## config.mk

```make
export PLATFORM = sky130hd
export DESIGN_NAME = pe_result_requant
export DESIGN_NICKNAME = d
export VERILOG_FILES = /design/src/rtl/pe_pkg.sv /design/src/rtl/pe_out_fifo.sv /design/src/rtl/pe_result_requant.sv
export SDC_FILE = /design/constraint.sdc
export NUM_CORES = 1
export LEC_CHECK = 0
export ABC_AREA = 1
export CORE_UTILIZATION = 24
export DETAILED_ROUTE_END_ITERATION = 12
export GPL_TIMING_DRIVEN = 0
export HOLD_SLACK_MARGIN = 0.1
export SYNTH_ARGS = -nofsm -noshare
export SYNTH_HDL_FRONTEND = slang
export SYNTH_SLANG_ARGS = --single-unit
```

## constraint.sdc

```tcl
create_clock -name clk -period 4.1 [get_ports clk]
set_input_delay 0.82 -clock clk [delete_from_list [all_inputs] [get_ports clk]]
set_output_delay 0.82 -clock clk [all_outputs]
set_load 0.01 [all_outputs]
```

## src/rtl/pe_pkg.sv

```systemverilog
// Shared constants and types for the PE result requantizer.
package pe_pkg;

  // Fixed-point formats on either side of the requantizer
  localparam int Q1616_W    = 32;
  localparam int Q1616_FRAC = 16;
  localparam int Q88_W      = 16;
  localparam int Q88_FRAC   = 8;

  // Q8.8 representable range, used as the saturation bounds
  localparam int Q88_MAX = 32767;
  localparam int Q88_MIN = -32768;

  // Group state: no open group, or a group collecting beats
  typedef enum logic {
    IDLE  = 1'b0,
    ACCUM = 1'b1
  } req_state_e;

  // One output FIFO word: saturation flag plus the Q8.8 value
  typedef struct packed {
    logic             sat;
    logic [Q88_W-1:0] data;
  } fifo_entry_t;

endpackage

```

## src/rtl/pe_out_fifo.sv

```systemverilog
// Small synchronous FIFO for requantized words. A push into a full FIFO is
// still accepted when a pop happens in the same cycle; otherwise it is
// dropped and reported on drop_o. When empty, head_o keeps presenting the
// most recently popped word so the output bus does not glitch.
module pe_out_fifo
  import pe_pkg::*;
#(
  parameter int DEPTH = 4
) (
  input  logic        clk,
  input  logic        rst_n,
  input  logic        push_i,
  input  fifo_entry_t push_data_i,
  input  logic        pop_i,
  output fifo_entry_t head_o,
  output logic        empty_o,
  output logic        full_o,
  output logic        drop_o
);

  localparam int ADDR_W = (DEPTH > 1) ? $clog2(DEPTH) : 1;

  fifo_entry_t       mem_q [DEPTH];
  logic [ADDR_W:0]   wr_ptr_q, wr_ptr_d;
  logic [ADDR_W:0]   rd_ptr_q, rd_ptr_d;
  logic [ADDR_W-1:0] rd_addr;
  logic [ADDR_W-1:0] last_addr;
  logic              do_push;
  logic              do_pop;

  assign rd_addr   = rd_ptr_q[ADDR_W-1:0];
  assign last_addr = rd_addr - ADDR_W'(1);

  // Flags, accepted push/pop and next pointers
  always_comb begin
    empty_o  = (wr_ptr_q == rd_ptr_q);
    full_o   = (wr_ptr_q[ADDR_W] != rd_ptr_q[ADDR_W]) &&
               (wr_ptr_q[ADDR_W-1:0] == rd_ptr_q[ADDR_W-1:0]);
    do_pop   = pop_i && !empty_o;
    do_push  = push_i && (!full_o || do_pop);
    drop_o   = push_i && !do_push;
    wr_ptr_d = wr_ptr_q + (do_push ? (ADDR_W+1)'(1) : '0);
    rd_ptr_d = rd_ptr_q + (do_pop ? (ADDR_W+1)'(1) : '0);
    head_o   = empty_o ? mem_q[last_addr] : mem_q[rd_addr];
  end

  // Storage and pointer registers; storage is cleared so the idle head reads zero
  always_ff @(posedge clk or negedge rst_n) begin
    if (!rst_n) begin
      wr_ptr_q <= '0;
      rd_ptr_q <= '0;
      for (int i = 0; i < DEPTH; i++) begin
        mem_q[i] <= '0;
      end
    end else begin
      wr_ptr_q <= wr_ptr_d;
      rd_ptr_q <= rd_ptr_d;
      if (do_push) begin
        mem_q[wr_ptr_q[ADDR_W-1:0]] <= push_data_i;
      end
    end
  end

endmodule

```

## src/rtl/pe_result_requant.sv

```systemverilog
// Downstream of the PE: groups consecutive Q16.16 results into sums, rounds
// and saturates each sum to Q8.8, and queues the words for the next stage.
// The PE cannot be stalled, so a full queue drops words and raises ovf_err.
module pe_result_requant
  import pe_pkg::*;
#(
  parameter int IN_WIDTH   = Q1616_W,
  parameter int OUT_WIDTH  = Q88_W,
  parameter int FRAC_SHIFT = Q1616_FRAC - Q88_FRAC,
  parameter int SUM_WIDTH  = 40,
  parameter int LEN_WIDTH  = 8,
  parameter int FIFO_DEPTH = 4
) (
  input  logic                 clk,
  input  logic                 rst_n,
  input  logic                 in_valid,
  input  logic [IN_WIDTH-1:0]  in_data,
  input  logic [LEN_WIDTH-1:0] cfg_len,
  input  logic                 flush,
  output logic                 out_valid,
  input  logic                 out_ready,
  output logic [OUT_WIDTH-1:0] out_data,
  output logic                 out_sat,
  output logic                 ovf_err,
  input  logic                 err_clr,
  output logic                 busy
);

  localparam logic signed [SUM_WIDTH-1:0] ROUND_BIAS = SUM_WIDTH'(1) <<< (FRAC_SHIFT - 1);
  localparam logic signed [SUM_WIDTH-1:0] SAT_MAX    = SUM_WIDTH'(Q88_MAX);
  localparam logic signed [SUM_WIDTH-1:0] SAT_MIN    = SUM_WIDTH'(Q88_MIN);

  req_state_e                  state_q, state_d;
  logic signed [SUM_WIDTH-1:0] sum_q, sum_d;
  logic [LEN_WIDTH-1:0]        count_q, count_d;
  logic [LEN_WIDTH-1:0]        len_q, len_d;
  logic                        ovf_err_q, ovf_err_d;

  logic signed [SUM_WIDTH-1:0] beat_ext;
  logic signed [SUM_WIDTH-1:0] total;
  logic signed [SUM_WIDTH-1:0] rounded;
  logic                        close_grp;
  fifo_entry_t                 push_word;
  fifo_entry_t                 head_word;
  logic                        fifo_empty;
  logic                        fifo_full;
  logic                        fifo_drop;

  assign beat_ext = {{(SUM_WIDTH-IN_WIDTH){in_data[IN_WIDTH-1]}}, in_data};

  // Group FSM: accumulate beats, decide when the group closes
  always_comb begin
    state_d   = state_q;
    sum_d     = sum_q;
    count_d   = count_q;
    len_d     = len_q;
    total     = sum_q;
    close_grp = 1'b0;
    case (state_q)
      IDLE: begin
        if (in_valid) begin
          // cfg_len is only looked at here, so mid-group changes are ignored
          len_d     = (cfg_len == '0) ? LEN_WIDTH'(1) : cfg_len;
          count_d   = LEN_WIDTH'(1);
          total     = beat_ext;
          close_grp = flush || (len_d == LEN_WIDTH'(1));
        end
      end
      ACCUM: begin
        total     = in_valid ? (sum_q + beat_ext) : sum_q;
        count_d   = count_q + (in_valid ? LEN_WIDTH'(1) : '0);
        close_grp = flush || (in_valid && (count_d == len_q));
      end
      default: ;
    endcase
    if (in_valid || state_q == ACCUM) begin
      sum_d   = total;
      state_d = close_grp ? IDLE : ACCUM;
    end
    if (close_grp) begin
      sum_d   = '0;
      count_d = '0;
    end
  end

  // Round half up, then clamp into the Q8.8 range
  always_comb begin
    rounded        = (total + ROUND_BIAS) >>> FRAC_SHIFT;
    push_word.sat  = 1'b0;
    push_word.data = rounded[Q88_W-1:0];
    if (rounded > SAT_MAX) begin
      push_word.sat  = 1'b1;
      push_word.data = SAT_MAX[Q88_W-1:0];
    end else if (rounded < SAT_MIN) begin
      push_word.sat  = 1'b1;
      push_word.data = SAT_MIN[Q88_W-1:0];
    end
  end

  // Sticky overflow flag; a drop in the same cycle as err_clr wins
  always_comb begin
    ovf_err_d = ovf_err_q;
    if (fifo_drop) begin
      ovf_err_d = 1'b1;
    end else if (err_clr) begin
      ovf_err_d = 1'b0;
    end
  end

  // State and datapath registers
  always_ff @(posedge clk or negedge rst_n) begin
    if (!rst_n) begin
      state_q   <= IDLE;
      sum_q     <= '0;
      count_q   <= '0;
      len_q     <= '0;
      ovf_err_q <= 1'b0;
    end else begin
      state_q   <= state_d;
      sum_q     <= sum_d;
      count_q   <= count_d;
      len_q     <= len_d;
      ovf_err_q <= ovf_err_d;
    end
  end

  pe_out_fifo #(
    .DEPTH (FIFO_DEPTH)
  ) u_fifo (
    .clk         (clk),
    .rst_n       (rst_n),
    .push_i      (close_grp),
    .push_data_i (push_word),
    .pop_i       (out_ready),
    .head_o      (head_word),
    .empty_o     (fifo_empty),
    .full_o      (fifo_full),
    .drop_o      (fifo_drop)
  );

  assign out_valid = !fifo_empty;
  assign out_data  = head_word.data;
  assign out_sat   = head_word.sat;
  assign ovf_err   = ovf_err_q;
  assign busy      = (state_q == ACCUM);

endmodule

```

==> flow_metrics.py, run 1 <==
metrics = {
    "global_routing": {
        "grt_max_degree": 72,
        "grt_pass1_vias": 11620,
        "grt_pass1_wl_mm": 63.66,
        "antenna_found_initial": 5,
        "overflow": 0,
        "grtUsageTotal_pct": 16.76,
    },
    "cells_and_area": {
        "fin_nets": 2042,
        "drive_gt1_share_pct": 17.13,
        "area_growth_pct": 27.99,
        "instances_no_fill": 2572,
    },
    "cts": {
        "hold_buffers": 0,
        "clkTransAtPathRegs_ns": 0.07,
        "htreeDepth": 4,
        "cts_tree": "done",
        "clk_latency_ns": 0.46,
        "cts_root_buf": "clkbuf_16",
        "clk_path_buf_depth": 2,
        "clock_sinks": 132,
        "numCtsBuffers": 17,
    },
    "synthesis": {
        "syn-num-nets": 1934,
        "synth.distinct_cells": 45,
        "syn_area_sq_um": 11470,
        "synthFlopType": "dfrtp_1",
        "synth_edf_count": 0,
        "yosys.area_share.simple_pct": 40.48,
        "synth_top_area_share_pct": 28.80,
        "synth_area_leader_cell": "dfrtp_1",
        "yosys_warnings": 0,
        "ys_ff_latch": 132,
        "syn_inst": 1841,
        "synth_common_cells": "nand2_1 (631), inv_1 (247), nor2_1 (221)",
        "synth_area_leaders": "dfrtp_1 (29%), nand2_1 (21%), inv_1 (8.1%), nor2_1 (7.2%), ha_1 (5.0%)",
        "yosys.area_share.adder_pct": 5.192,
        "async_flop_share_pct": 100.0,
        "synth_compound_area_share_pct": 11.74,
        "synth_top_family_by_area": "simple AND/OR/NAND/NOR gates",
        "ys_seq_area_share_pct": 28.80,
        "syn_avg_cell_area_sq_um": 6.231,
        "yosysMostFrequentCell": "nand2_1",
        "synthMuxAreaShare_pct": 0.1745,
        "synthXorXnorAreaFrac_pct": 2.509,
    },
    "route": {
        "avgViaCountPerCell": 4.762,
        "dr_total_vias": 12250,
        "drc": 8,
        "drt_iter0_drc": 953,
        "postRouteAntennaNets": 0,
        "routed_wl_mm": 40.19,
        "wire_per_inst_um": 15.62,
        "dr.pass1.iters": 9,
    },
    "floorplan": {
        "dieWidth_um": 220.6,
        "row_count": 79,
        "initial_utilization_pct": 24.48,
        "core_area_sq_um": 46850,
        "die_y_um": 220.6,
        "dieArea_sq_um": 48670,
        "ios": 66,
    },
    "sta": {
        "maxSlewHeadroom_pct": 51.97,
        "fin_crit_sh_pct": 96.83,
        "final-hold-violation-count": 0,
        "worst_slew_pin_slew_ns": 0.7205,
        "postLayoutSetupSlackWorst_ns": 0.1298,
        "finClkSkew_ns": 0.01309,
        "finalMaxSlewViolations": 0,
        "setup-violations-final": 0,
        "final.min_clock_period_ns": 3.970,
        "rsz0062_at_grt": "yes",
        "timing.fmax_mhz": 251.9,
    },
    "setup_path": {
        "crit_start": "u_fifo.rd_ptr_q[0]$_DFF_PN0_",
        "cp_max_fo": 10,
        "r2r_cells": 32,
        "required_ns": 3.28,
        "crit_arrival_ns": 3.15,
        "r2r_slack_ns": 0.25,
        "cp-start-kind": "flop",
        "r2r_start": "sum_q[0]$_DFFE_PN0P_",
        "critical_path_class": "flop to primary output",
        "critPathCaptureType": "primary output",
        "reg2reg_to": "u_fifo.mem_q[26]$_DFFE_PN0P_",
    },
    "run": {
        "drv_cap": 0,
    },
    "status": {
        "violations": "DRC",
        "status": "finished with violations",
    },
    "place": {
        "gp_congestion": 0.9220,
        "hpwl_mm": 30.96,
        "dp.cells": 2514,
        "dpl_worst_slack_ns": -1.330,
        "numPortBuffers": 65,
    },
    "min_path": {
        "hold_class": "primary input to asynchronous set/reset pin",
    },
    "pwr": {
        "cellLeakagePower_nw": 7.232,
        "p_per_area_nw_per_um2": 762.7,
        "ir_drop_v": 0.0003544,
    },
}
## through the flow
step | hold WS, ns | power, W | instance area (sq um) | util, % | setup TNS, ns
CTS | 0.4177 | 0.01078 | 14100 | 30.10 | 0
global route | 0.4498 | 0.01214 | 14680 | 31.33 | -0.7093
floorplan | 0.4490 | 0.006633 | 11470 | - | 0
global placement | 0.4698 | 0.008613 | 12880 | 27.49 | -535.03
detailed placement | 0.4699 | 0.008743 | 12910 | 27.55 | -87.45
finish | 0.3953 | 0.01120 | 14680 | 31.34 | 0
## registers in the layout, indices dropped and copies added (netlist names)
signal,cells
u_fifo.mem_q,68
sum_q,40
count_q,8
len_q,8
u_fifo.rd_ptr_q,3
u_fifo.wr_ptr_q,3
busy,1
ovf_err,1
## critical path: stages, from the launching register on
cell and delay [ns]:
dfrtp_1 0.52, inv_1 0.11, clkbuf_1 0.24, nor2_1 0.30, clkbuf_2 0.34, a22oi_1 0.13
o21ai_0 0.14, nor2_1 0.08, a31oi_1 0.23, clkdlybuf4s50_1 0.60
## layout by cell type (no fill, tap or decap), drive strengths merged, types with 35 or more instances in the layout
cell,n
nand2,673
nand3,106
nor2,248
inv,277
clkdlybuf4s50,35
dfrtp,132
ha,46
a21oi,45
o21ai,90
clkbuf,51
buf,43
## cell families after synthesis
logic type,Yosys count
AO/OA/AOI/OAI,229
XOR/XNOR,32
adder cells (fa/ha/maj),47
buffers and inverters,325
flip-flops,132
multiplexers,2
AND/OR/NAND/NOR,1074
## layer usage
metal	share of wire, %	up-vias	global-route usage (%)
met1	46	5779	22.89
met2	45	357	26.60
li1	-	6049	-
met4	2.6	2	5.799
met3	5.5	60	2.749
met5	0.032	-	0
## final cells by class
type / instances / area (sq um)
Clock buffer: 18 / 429.2
Inverter: 277 / 1050
Timing Repair Buffer: 93 / 934.6
Multi-Input combinational cell: 1384 / 7810
Fill cell: 5148 / 32170
Clock inverter: 14 / 143.9
Sequential cell: 132 / 3303
Buffer: 44 / 244.0
Antenna cell: 3 / 7.507
Tap cell: 607 / 759.5
## worst max path at each step
stage                                    to  slack, ns  cells after the start
2_1_floorplan  u_fifo.mem_q[17]$_DFFE_PN0P_       0.14                     31
3_3_place_gp          sum_q[38]$_DFFE_PN0N_      -3.43                      1
3_5_place_dp   u_fifo.mem_q[26]$_DFFE_PN0P_      -1.33                     27
4_1_cts        u_fifo.mem_q[46]$_DFFE_PN0P_      0.003                     28
5_1_grt        u_fifo.mem_q[26]$_DFFE_PN0P_      -0.05                     27
6_report                        out_data[1]       0.13                      9
## repair_timing
item	CTS	global route
setup buffers	11	15
cloned	1	0
pin swaps	14	44
gates resized for setup	112	144
endpoints found under the setup margin	76	82
## power breakdown
group	switching, W	total (W)	leakage, nW	internal (W)
logic	0.00449	0.00724	5.33	0.00275
registers	0.000529	0.00242	1.64	0.00189
clock network	0.000689	0.00154	0.268	0.000850
total	0.00571	0.0112	7.23	0.00549
Note: power is estimated with default switching activity, not from simulation.
==> inputs of run 2 (changes only) <==
--- a/config.mk
+++ b/config.mk
@@ -8,7 +8,6 @@
 export ABC_AREA = 1
 export CORE_UTILIZATION = 24
 export DETAILED_ROUTE_END_ITERATION = 12
-export GPL_TIMING_DRIVEN = 0
 export HOLD_SLACK_MARGIN = 0.1
 export SYNTH_ARGS = -nofsm -noshare
 export SYNTH_HDL_FRONTEND = slang
==> run 2 against run 1 <==
  * The run still ends with DRC left
  * Non-clock buffer count grew 163
  * Power grew 6.2%
  * Via count grew 3.2%
  * Worst setup slack gained 0.024 ns
  * Combinational power grew 9.5%
  * Clock power grew 3%
  * Die area is the same
  * Critical path depth grew 15
  * Cell count grew 6.3%
  * Maximum frequency grew 0.61%
  * Sequential power is essentially flat
  * Utilization grew 2.6 points
  * Critical endpoint is now u_fifo.mem_q[48]$_DFFE_PN0P_
  * Largest cell class unchanged
  * Largest power group unchanged
  * Highest routed layer is now met4
==> flow_metrics.py, run 2 (synthesized netlist as in run 1, its figures left out) <==
metrics = {
    "route": {
        "wire_per_inst_um": 14.96,
        "dr.pass1.iters": 9,
        "avgViaCountPerCell": 4.626,
        "routed_wl_mm": 40.89,
        "dr_total_vias": 12640,
        "postRouteAntennaNets": 0,
        "drt_iter0_drc": 1022,
        "drc": 8,
    },
    "cts": {
        "numCtsBuffers": 17,
        "cts_tree": "done",
        "clk_latency_ns": 0.45,
        "cts_root_buf": "clkbuf_16",
        "hold_buffers": 0,
        "htreeDepth": 4,
        "clkTransAtPathRegs_ns": 0.06,
        "clock_sinks": 132,
        "clk_path_buf_depth": 2,
    },
    "cells_and_area": {
        "fillerInstances": 4980,
        "largest_reg_flops": 68,
        "fin_nets": 2207,
        "regArea_sq_um": 3303,
        "top_regs": "u_fifo.mem_q: 68 flops, sum_q: 40 flops",
        "drive_gt1_share_pct": 24.80,
        "multi_input_area_sq_um": 7785,
        "largest-register": "u_fifo.mem_q",
        "final_common_cell": "nand2_1",
        "area_growth_pct": 38.65,
        "layout_common_cells": "nand2_1 (591), inv_1 (244), buf_4 (233), nor2_1 (188), dfrtp_1 (132)",
    },
    "pwr": {
        "p_per_area_nw_per_um2": 748.0,
        "ir_drop_v": 0.0003915,
        "p_seq_share_pct": 20.1,
        "combPwrFrac_pct": 66.6,
        "cellLeakagePower_nw": 8.076,
        "p_total_w": 0.01190,
        "switching_share_pct": 47.87,
        "internal_power_w": 0.006202,
        "p_clk_share_pct": 13.3,
        "switching_power_w": 0.005695,
    },
    "setup_path": {
        "cpLargestDelayFamily": "simple AND/OR/NAND/NOR gates",
        "critPathCaptureType": "flop",
        "r2r_start": "sum_q[0]$_DFFE_PN0P_",
        "critical_path_class": "primary input to flop",
        "reg2reg_to": "u_fifo.mem_q[48]$_DFFE_PN0P_",
        "crit_start": "in_data[31]",
        "path_depth": 24,
        "cp_slowest_cell": "clkdlybuf4s50_1",
        "crit_buf_inv": 4,
        "max_stage_delay_ns": 0.45,
        "cp_common_cell": "nand2_1",
        "required_ns": 4.44,
        "cp-start-kind": "primary input",
        "r2r_slack_ns": 0.30,
        "crit_arrival_ns": 4.28,
        "path_cells": "clkdlybuf4s50_1 > buf_4 > ha_2 > nand2_2 > inv_1 > a21oi_2 > o21ai_0 > a21oi_1 > nand3_1 > nand3_1 > nand2_2 > nor2_2 > nand2_1 > nor2_1 > nand3_1 > nand2_1 > nand2_1 > nor3_2 > nand3_2 > nand2_4 > buf_12 > nand2_4 > nand2_1 > nand2_1",
        "critical_path.endpoint": "u_fifo.mem_q[48]$_DFFE_PN0P_",
        "cp_max_fo": 7,
        "r2r_cells": 31,
    },
    "sta": {
        "worst_slew_pin_slew_ns": 0.9201,
        "finClkSkew_ns": 0.008546,
        "maxSlewHeadroom_pct": 38.66,
        "setup-violations-final": 0,
        "timing.fmax_mhz": 253.4,
        "final.min_clock_period_ns": 3.946,
        "hold_slack_ns": 0.4794,
        "fin_crit_sh_pct": 96.25,
        "finalMaxSlewViolations": 0,
        "final-hold-violation-count": 0,
        "rsz0062_at_grt": "yes",
        "postLayoutSetupSlackWorst_ns": 0.1538,
    },
    "run": {
        "drv_cap": 0,
    },
    "floorplan": {
        "dieArea_sq_um": 48670,
        "initial_utilization_pct": 24.48,
        "die_y_um": 220.6,
        "ios": 66,
        "core_area_sq_um": 46850,
        "dieWidth_um": 220.6,
        "row_count": 79,
    },
    "global_routing": {
        "overflow": 0,
        "antenna_found_initial": 0,
        "grt_pass1_wl_mm": 64.78,
        "grtUsageTotal_pct": 17.03,
        "grt_max_degree": 94,
        "grt_pass1_vias": 12210,
    },
    "place": {
        "dpl_worst_slack_ns": -0.8579,
        "numPortBuffers": 65,
        "gp_congestion": 0.8916,
        "hpwl_mm": 30.43,
    },
    "status": {
        "status": "finished with violations",
        "violations": "DRC",
    },
    "min_path": {
        "hold_class": "primary input to asynchronous set/reset pin",
    },
}
## run 2: cell types whose count changed in the layout (fill, tap and decap cells not counted), moves of 4 or more
cell,previous run,this run
inv_2,22,26
nand2_4,23,19
dlygate4sd2_1,14,4
ha_1,15,11
clkbuf_1,23,4
nor3_1,5,9
clkinvlp_4,4,0
nor3_4,6,1
nand2_2,56,62
buf_2,5,0
nor2_1,183,188
buf_4,26,233
nor2_4,29,21
clkbuf_4,4,0
## run 2: metal layers
layer	wire [um]	up-vias	share of wire [%]	GRT usage, %
li1	-	6379	-	-
met4	1632	0	4.0	8.151
met3	2068	71	5.1	2.144
met5	0	-	0	0
met1	18840	5832	46	22.85
met2	18350	361	45	26.99
## run 2: what timing repair did
item | 4_1_cts | 5_1_grt
setup endpoints to repair | 67 | 65
buffers inserted | 6 | 7
gates cloned | 1 | 1
pin swaps | 19 | 38
resized for setup | 90 | 142
## run 2: layout make-up
class                      instances  area share (%)
timing repair buffer             300           15.29
clock inverter                     8          0.7946
sequential                       132           20.77
clock buffer                      22           2.856
inverter                         277           6.553
tap                              607           4.775
antenna                            1         0.01573
multi-input combinational       1386           48.95
## run 2: worst min path at each step
stage,to,depth (start not counted)
final,u_fifo.mem_q[18]$_DFFE_PN0P_,1
after global routing,u_fifo.mem_q[5]$_DFFE_PN0P_,2
after CTS,u_fifo.mem_q[5]$_DFFE_PN0P_,2
after detailed placement,u_fifo.mem_q[5]$_DFFE_PN0P_,2
after global placement,u_fifo.mem_q[5]$_DFFE_PN0P_,2
after floorplan,u_fifo.mem_q[5]$_DFFE_PN0P_,2
## run 2: power groups by stage
stage | combinational (W) | sequential [W] | clock, W
CTS | 0.00756 | 0.00236 | 0.00162
global route | 0.00879 | 0.00245 | 0.00165
finish | 0.00793 | 0.00239 | 0.00158
detailed placement | 0.00722 | 0.00233 | 0
global placement | 0.00715 | 0.00231 | 0
floorplan | 0.00441 | 0.00222 | 0
## run 2: stage by stage
| step | instance area, sq um | TNS (ns) | std cells | utilization [%] |
|---|---|---|---|---|
| after floorplan | 11470 | 0 | 1841 | - |
| after global placement | 14350 | -52.17 | 2687 | 30.64 |
| after detailed placement | 14350 | -53.72 | 2687 | 30.64 |
| after CTS | 15440 | 0 | 2724 | 32.95 |
| after global routing | 15900 | -0.3508 | 2732 | 33.94 |
| final | 15900 | 0 | 2733 | 33.94 |
==> inputs of run 3 (changes only) <==
--- a/config.mk
+++ b/config.mk
@@ -9,6 +9,7 @@
 export CORE_UTILIZATION = 24
 export DETAILED_ROUTE_END_ITERATION = 12
 export HOLD_SLACK_MARGIN = 0.1
+export SKIP_LAST_GASP = 1
 export SYNTH_ARGS = -nofsm -noshare
 export SYNTH_HDL_FRONTEND = slang
 export SYNTH_SLANG_ARGS = --single-unit
==> results of run 3 <==
Same layout as run 2: the final DEF is identical, and so are final timing and power.
